**src/rtl/debug_pkg.sv**
```systemverilog
// Shared definitions for the UART debug controller: sizes, command/status codes, FSM states.
// Ports: none (package).
// Imported by debug_unit and dbg_word_tx.
package debug_pkg;

    localparam int NB_REG         = 32;   // data/address word width
    localparam int NB_BYTE        = 8;    // UART byte width
    localparam int NB_RADDR       = 5;    // register index width
    localparam int N_REGS         = 32;   // registers dumped
    localparam int MEM_DUMP_WORDS = 32;   // data-memory words dumped
    localparam int IMEM_WORDS     = 128;  // instruction-memory capacity in words

    localparam logic [NB_REG-1:0]  HALT_WORD = 32'hFFFF_FFFF;

    localparam logic [NB_BYTE-1:0] CMD_LOAD  = 8'h4C;  // 'L'
    localparam logic [NB_BYTE-1:0] CMD_RESET = 8'h52;  // 'R'
    localparam logic [NB_BYTE-1:0] CMD_CONT  = 8'h43;  // 'C'
    localparam logic [NB_BYTE-1:0] CMD_STEP  = 8'h53;  // 'S'
    localparam logic [NB_BYTE-1:0] ST_HALT   = 8'h48;  // 'H'
    localparam logic [NB_BYTE-1:0] ST_OK     = 8'h4B;  // 'K'

    typedef enum logic [3:0] {
        IDLE, LOAD_BYTE, LOAD_WRITE, RST_PC, RUN, STEP,
        DUMP_STATUS, DUMP_ADDR, DUMP_LATCH, DUMP_SEND, DUMP_WAIT
    } state_t;

    // Which section of the dump stream is being sent.
    typedef enum logic [1:0] {PH_STATUS, PH_REGS, PH_MEM} phase_t;

endpackage

```
**src/rtl/dbg_word_tx.sv**
```systemverilog
// Serialises up to 4 bytes of a word MSB first over a start/done byte handshake; done pulses after the last byte.
// Ports: clk, rst_n, start/word/nbytes (request), tx_data/tx_start/tx_done (UART side), done (word finished).
// Latency: first byte one cycle after start, each next byte one cycle after tx_done; start is ignored while busy.
module dbg_word_tx
    import debug_pkg::*;
(
    input  logic               clk,
    input  logic               rst_n,
    input  logic               start,
    input  logic [NB_REG-1:0]  word,
    input  logic [2:0]         nbytes,
    input  logic               tx_done,
    output logic [NB_BYTE-1:0] tx_data,
    output logic               tx_start,
    output logic               done
);

    logic [NB_REG-1:0] shreg;
    logic [2:0]        left;   // bytes still to send after the one in flight
    logic              busy;

    always_ff @(posedge clk or negedge rst_n) begin
        if (!rst_n) begin
            shreg    <= '0;
            left     <= '0;
            busy     <= 1'b0;
            tx_data  <= '0;
            tx_start <= 1'b0;
            done     <= 1'b0;
        end else begin
            tx_start <= 1'b0;
            done     <= 1'b0;
            if (start && !busy) begin
                tx_data  <= word[NB_REG-1 -: NB_BYTE];
                tx_start <= 1'b1;
                shreg    <= word << NB_BYTE;
                left     <= nbytes - 3'd1;
                busy     <= 1'b1;
            end else if (busy && tx_done) begin
                if (left == 3'd0) begin
                    busy <= 1'b0;
                    done <= 1'b1;
                end else begin
                    tx_data  <= shreg[NB_REG-1 -: NB_BYTE];
                    tx_start <= 1'b1;
                    shreg    <= shreg << NB_BYTE;
                    left     <= left - 3'd1;
                end
            end
        end
    end

endmodule

```
**src/rtl/debug_unit.sv**
```systemverilog
// UART debug controller: loads instruction memory, resets PC, runs/steps the pipeline, then dumps regs and data memory.
// Ports: i_clk/i_reset, UART rx/tx byte handshakes, pipeline debug inputs (clk_en, reset_pc, w_mem, addr, data_if), halt/reg/mem readback.
// Latency: writes one cycle after the 4th load byte; dump bytes wait for i_tx_done each; rx bytes outside IDLE/LOAD are dropped.
module debug_unit
    import debug_pkg::*;
(
    input  logic               i_clk,
    input  logic               i_reset,
    input  logic [NB_BYTE-1:0] i_rx_data,
    input  logic               i_rx_done,
    output logic [NB_BYTE-1:0] o_tx_data,
    output logic               o_tx_start,
    input  logic               i_tx_done,
    input  logic [NB_REG-1:0]  i_dunit_reg,
    input  logic [NB_REG-1:0]  i_dunit_mem_data,
    input  logic               i_halt,
    output logic               o_dunit_clk_en,
    output logic               o_dunit_reset_pc,
    output logic               o_dunit_w_mem,
    output logic [NB_REG-1:0]  o_dunit_addr,
    output logic [NB_REG-1:0]  o_dunit_data_if
);

    localparam int WIDX_W   = $clog2(IMEM_WORDS) + 1;
    localparam int DUMP_MAX = (N_REGS > MEM_DUMP_WORDS) ? N_REGS : MEM_DUMP_WORDS;
    localparam int DIDX_W   = $clog2(DUMP_MAX);

    state_t             state, state_nxt;
    phase_t             phase;
    logic [DIDX_W-1:0]  didx;
    logic [WIDX_W-1:0]  widx;
    logic [1:0]         bcnt;
    logic [23:0]        shreg;    // first three bytes of the word being loaded
    logic [NB_REG-1:0]  cap;
    logic               tx_go;
    logic [NB_REG-1:0]  tx_word;
    logic [2:0]         tx_n;
    logic               word_done;
    logic               dump_last;

    assign dump_last = (phase == PH_MEM) && (didx == DIDX_W'(MEM_DUMP_WORDS - 1));

    always_ff @(posedge i_clk or negedge i_reset) begin
        if (!i_reset) state <= IDLE;
        else          state <= state_nxt;
    end

    always_comb begin
        state_nxt = state;
        case (state)
            IDLE: begin
                if (i_rx_done) begin
                    case (i_rx_data)
                        CMD_LOAD:  state_nxt = LOAD_BYTE;
                        CMD_RESET: state_nxt = RST_PC;
                        CMD_CONT:  state_nxt = RUN;
                        CMD_STEP:  state_nxt = STEP;
                        default:   state_nxt = IDLE;
                    endcase
                end
            end
            LOAD_BYTE:   if (i_rx_done && bcnt == 2'd3) state_nxt = LOAD_WRITE;
            LOAD_WRITE:  state_nxt = (o_dunit_data_if == HALT_WORD ||
                                      widx == WIDX_W'(IMEM_WORDS - 1)) ? IDLE : LOAD_BYTE;
            RST_PC:      state_nxt = IDLE;
            RUN:         if (i_halt) state_nxt = DUMP_STATUS;
            STEP:        state_nxt = DUMP_STATUS;
            DUMP_STATUS: state_nxt = DUMP_WAIT;
            DUMP_ADDR:   state_nxt = DUMP_LATCH;
            DUMP_LATCH:  state_nxt = DUMP_SEND;
            DUMP_SEND:   state_nxt = DUMP_WAIT;
            DUMP_WAIT:   if (word_done) state_nxt = dump_last ? IDLE : DUMP_ADDR;
            default:     state_nxt = IDLE;
        endcase
    end

    // clk_en is combinational so the pipeline freezes in the very cycle halt rises.
    always_comb begin
        o_dunit_clk_en = (state == RUN || state == STEP) && !i_halt;
        tx_go          = (state == DUMP_STATUS) || (state == DUMP_SEND);
        tx_word        = cap;
        tx_n           = 3'd4;
        if (state == DUMP_STATUS) begin
            tx_word = {(i_halt ? ST_HALT : ST_OK), 24'h0};
            tx_n    = 3'd1;
        end
    end

    always_ff @(posedge i_clk or negedge i_reset) begin
        if (!i_reset) begin
            phase            <= PH_STATUS;
            didx             <= '0;
            widx             <= '0;
            bcnt             <= '0;
            shreg            <= '0;
            cap              <= '0;
            o_dunit_reset_pc <= 1'b0;
            o_dunit_w_mem    <= 1'b0;
            o_dunit_addr     <= '0;
            o_dunit_data_if  <= '0;
        end else begin
            o_dunit_reset_pc <= 1'b0;
            o_dunit_w_mem    <= 1'b0;
            case (state)
                IDLE: begin
                    if (i_rx_done && i_rx_data == CMD_LOAD) begin
                        widx <= '0;
                        bcnt <= '0;
                    end
                    if (i_rx_done && i_rx_data == CMD_RESET) o_dunit_reset_pc <= 1'b1;
                end
                LOAD_BYTE: begin
                    if (i_rx_done) begin
                        shreg <= {shreg[15:0], i_rx_data};
                        bcnt  <= bcnt + 2'd1;
                        if (bcnt == 2'd3) begin
                            o_dunit_w_mem   <= 1'b1;
                            o_dunit_data_if <= {shreg, i_rx_data};
                            o_dunit_addr    <= NB_REG'({widx[WIDX_W-2:0], 2'b00});
                        end
                    end
                end
                LOAD_WRITE: widx <= widx + 1'b1;
                DUMP_ADDR: begin
                    if (phase == PH_REGS) o_dunit_addr <= NB_REG'(didx[NB_RADDR-1:0]);
                    else                  o_dunit_addr <= NB_REG'({didx, 2'b00});
                end
                // Readback is combinational from o_dunit_addr, which settled last cycle.
                DUMP_LATCH: cap <= (phase == PH_REGS) ? i_dunit_reg : i_dunit_mem_data;
                DUMP_WAIT: begin
                    if (word_done) begin
                        case (phase)
                            PH_STATUS: begin
                                phase <= PH_REGS;
                                didx  <= '0;
                            end
                            PH_REGS: begin
                                if (didx == DIDX_W'(N_REGS - 1)) begin
                                    phase <= PH_MEM;
                                    didx  <= '0;
                                end else begin
                                    didx <= didx + 1'b1;
                                end
                            end
                            default: begin
                                if (dump_last) begin
                                    phase <= PH_STATUS;
                                    didx  <= '0;
                                end else begin
                                    didx <= didx + 1'b1;
                                end
                            end
                        endcase
                    end
                end
                default: ;
            endcase
        end
    end

    dbg_word_tx u_word_tx (
        .clk      (i_clk),
        .rst_n    (i_reset),
        .start    (tx_go),
        .word     (tx_word),
        .nbytes   (tx_n),
        .tx_done  (i_tx_done),
        .tx_data  (o_tx_data),
        .tx_start (o_tx_start),
        .done     (word_done)
    );

endmodule
```
**config.mk**
```make
export PLATFORM = sky130hd
export DESIGN_NAME = debug_unit
export DESIGN_NICKNAME = d
export VERILOG_FILES = /design/src/rtl/debug_pkg.sv /design/src/rtl/dbg_word_tx.sv /design/src/rtl/debug_unit.sv
export SDC_FILE = /design/constraint.sdc
export NUM_CORES = 1
export LEC_CHECK = 0
export CAP_MARGIN = 0
export CORE_MARGIN = 2
export CORE_UTILIZATION = 30
export DETAILED_ROUTE_END_ITERATION = 12
export SLEW_MARGIN = 30
export SYNTH_ARGS = -nofsm -noshare
export SYNTH_HDL_FRONTEND = slang
export SYNTH_SLANG_ARGS = --single-unit
```
**constraint.sdc**
```tcl
create_clock -name i_clk -period 2.74 [get_ports i_clk]
set_clock_uncertainty 0.15 [all_clocks]
set_input_delay 0.411 -clock i_clk [delete_from_list [all_inputs] [get_ports i_clk]]
set_output_delay 0.411 -clock i_clk [all_outputs]
set_load 0.005 [all_outputs]
```
==> summary.md <==
| Metric | Value |
|---|---|
| Via count of the first global-routing pass | 5396 |
| Critical Path RT | 2.18 ns |
| Final setup TNS | 0 ns |
| Die area | 25420 sq um |
| Main synth FF type | dfrtp_1 |
| Resized Gates After CTS | 0 |
| LEAKAGE | 0.004069 uW |
| Fin. Hold Viols | 0 |
| Cells along the critical path | nand2b_1 > nor3_1 > buf_4 > clkdlybuf4s50_1 |
| Syn. warnings | 0 |
| CP Capture Type | output port |
| Post-Route WL | 17280 microns |
| Syn Inst Count | 726 |
| Synth top area share | 54.56% |
| Initial Util | 30.69% |
| DRC violations left | 0 |
| Worst hold slack | 0.3380 ns |
| Core area | 23610 sq um |
| Critical path class | flop to output port |
| # rows | 56 |
| Flop-to-flop setup slack | 0.45 ns |
| CTS Buffer Depth | 2 |
| Delay-heaviest family, CP | buffers and inverters |
| RSZ-0062 raised after global routing | false |
| Synthesized cell area | 7247 sq um |
| Slew @ Worst Pin | 0.8770 ns |
| Hold_buf cts | 1 |
| GPL Wtd Cong | 0.8185 |
| Hold path depth | 2 |
| Pwr/cell area | 890.1 nW/um^2 |
| CTS Sinks | 158 |
| DRT antenna net count | 0 |
| Drt wl/cell | 14.66 microns |
| Slowest stage delay, CP | 0.51 ns |
| I/O pin count | 153 |
| Worst R2R End | widx[6] |
| Finish-stage setup viols | 0 |
| Worst ir drop on vdd | 0.3340 mV |
| First-pass GRT wire length | 28280 microns |
| Share of synthesized registers carrying an async set or reset | 100.0% |
| Synth area leaders | dfrtp_1, mux2_2, nand2_1, a31oi_1, a21oi_1 |
| Hold Path Sink | u_word_tx.shreg[11] |
| Syn Area/Cell | 9.982 sq um |
| Total CTS buffers | 17 |
| Clock transition at the registers of the reported paths | 0.07 ns |
| Slew Limit Fails | 0 |
| # nets final | 930 |
| Layout cells sized above 1 | 13.72% |
| Vias per inst | 4.737 |
| Status | complete, no violations |
| Root buf cell | clkbuf_16 |
| Worst reg2reg path depth | 4 |
| P&R area growth vs syn | 31.04% |
| Die width | 159.4 microns |
| Number of synthesized register bits | 158 |
| N_diodes | 0 |
| Post-route clock period utilization | 91.43% |
| CP Buf/Inv Count | 2 |
| IO Port Bufs | 129 |
| Largest net degree at the start of global routing | 65 |
| Critical path arrival | 1.94 ns |
| Chip height | 159.4 microns |
| Max-slew headroom | 41.53% |
| Worst hold start | cap[3] |
| F_max | 399.2 MHz |
| Critical path depth in cells | 4 |
| HPWL Detailed | 12030 microns |
| Critical Path Slowest Stage Cell | dfrtp_1 |
| Post-synth top area cell | dfrtp_1 |
| Post-synth EDFFs | 0 |
| Sequential area share after synthesis | 54.56% |
| GRT Residual Overflow | 0 |
| Min Clock Period, post-route | 2.505 ns |
| Initial antenna violation count | 0 |
| Critical Path Start Type | flop |
| Total GRT Usage | 13.71% |
| H-tree depth | 4 |
| Reg-to-Reg Start | state[1] |
| CTS tree | yes |
| Clock latency on the worst-skew pair | 0.42 ns |
| Initial DRC count | 462 |
| Worst min path class | flop to flop |
| Synth unique cells | 52 |
| Post-layout power | 8453 uW |
| Worst-path fanout max | 14 |
| 1st-pass router iterations | 4 |
| Post-CTS Setup Bufs | 0 |
| # Max-Cap Violations | 0 |
| Vias | 5585 |
## state kept, by name, summed over array words and instances, names as in the netlist
name / count
u_word_tx.left: 3
u_word_tx.tx_start: 1
bcnt: 2
didx: 5
o_dunit_data_if: 32
u_word_tx.busy: 1
cap: 32
o_dunit_w_mem: 1
u_word_tx.done: 1
u_word_tx.tx_data: 8
shreg: 24
state: 4
o_dunit_reset_pc: 1
widx: 8
u_word_tx.shreg: 24
phase: 2
o_dunit_addr: 9
## stage by stage
step | cell area [sq um] | setup slack, ns | std cells | util [%]
after global routing | 9497 | 0.1323 | 1179 | 40.22
after detailed placement | 8896 | 0.1713 | 1146 | 37.67
after floorplan | 7330 | 0.5777 | 748 | -
after CTS | 9485 | 0.2114 | 1178 | 40.17
final | 9497 | 0.2348 | 1179 | 40.22
after global placement | 8896 | 0.2087 | 1146 | 37.67
## tightest hold or removal path, cell delays in order, from the launching register on
cell and delay (ns):
dfrtp_1 0.34, nand3_1 0.06, nand2_1 0.05
## routing by layer
layer	up-vias	wire length, microns	GRT usage, %
met4	0	308	4.669
met5	-	0	0
met2	132	8101	21.62
li1	2755	-	-
met3	16	698	2.891
met1	2682	8175	18.76
## cells by family (layout without fill, tap and decap cells)
family	count (synthesis)	in the layout	share of synthesized area, %
AO/OA/AOI/OAI	140	140	11.84
flip-flops	158	158	54.56
buffers and inverters	79	191	5.456
adder cells (fa/ha/maj)	6	6	1.001
multiplexers	64	64	9.841
AND/OR/NAND/NOR	276	276	17.01
other	1	23	0.05175
XOR/XNOR	2	2	0.2418
## where the power goes
group          total (uW)  leakage [uW]  switching, uW  internal [uW]
Sequential           3800       0.00197            662           3140
Combinational        2330       0.00182           1010           1320
Clock                2320      0.000278           1030           1290
Total                8450       0.00407           2710           5750
## synthesized netlist by cell type (all sizes together), types with 2 or more instances
| library cell | n |
|---|---|
| a211oi | 5 |
| o22ai | 2 |
| nor3b | 2 |
| clkbuf | 32 |
| or3 | 2 |
| a41oi | 3 |
| and2 | 6 |
| nand2 | 146 |
| a211o | 2 |
| nor2 | 49 |
| nand3 | 29 |
| nor2b | 7 |
| nand4 | 12 |
| xor2 | 2 |
| mux2i | 6 |
| or4 | 2 |
| o211ai | 3 |
| nand3b | 2 |
| ha | 5 |
| a31oi | 58 |
| mux2 | 58 |
| dfrtp | 158 |
| o2bb2ai | 2 |
| a21oi | 39 |
| inv | 10 |
| nand4bb | 2 |
| buf | 37 |
| nand2b | 2 |
| o21ai | 17 |
| and3 | 2 |
| nor4 | 4 |
| nor3 | 4 |
## how the worst max path moves through the flow
| stage | end | from |
|---|---|---|
| floorplan | u_word_tx.left[2] | state[1] |
| global placement | widx[6] | i_rx_data[6] |
| detailed placement | widx[6] | i_rx_data[6] |
| CTS | o_dunit_clk_en | state[3] |
| global route | o_dunit_clk_en | state[3] |
| finish | o_dunit_clk_en | state[3] |
## placed cells by master (no fill, tap or decap), types with 6 or more instances in the layout
cell,instances
nand3_1,29
a21oi_1,39
mux2_2,58
clkbuf_16,17
nor2_1,49
clkdlybuf4s50_1,128
nor2b_1,6
o21ai_0,15
dfrtp_1,158
buf_4,14
mux2i_1,6
a31oi_1,58
nand4_1,12
conb_1,23
nand2_1,146
inv_1,10
## layout make-up
type | count | area [sq um]
Clock buffer | 18 | 429.2
Fill cell | 2316 | 14120
Sequential cell | 158 | 3954
Timing Repair Buffer | 150 | 1519
Tap cell | 319 | 399.1
Clock inverter | 13 | 150.1
Multi-Input combinational cell | 511 | 3008
Inverter | 10 | 37.54
Power figures use the tool's default switching activity.
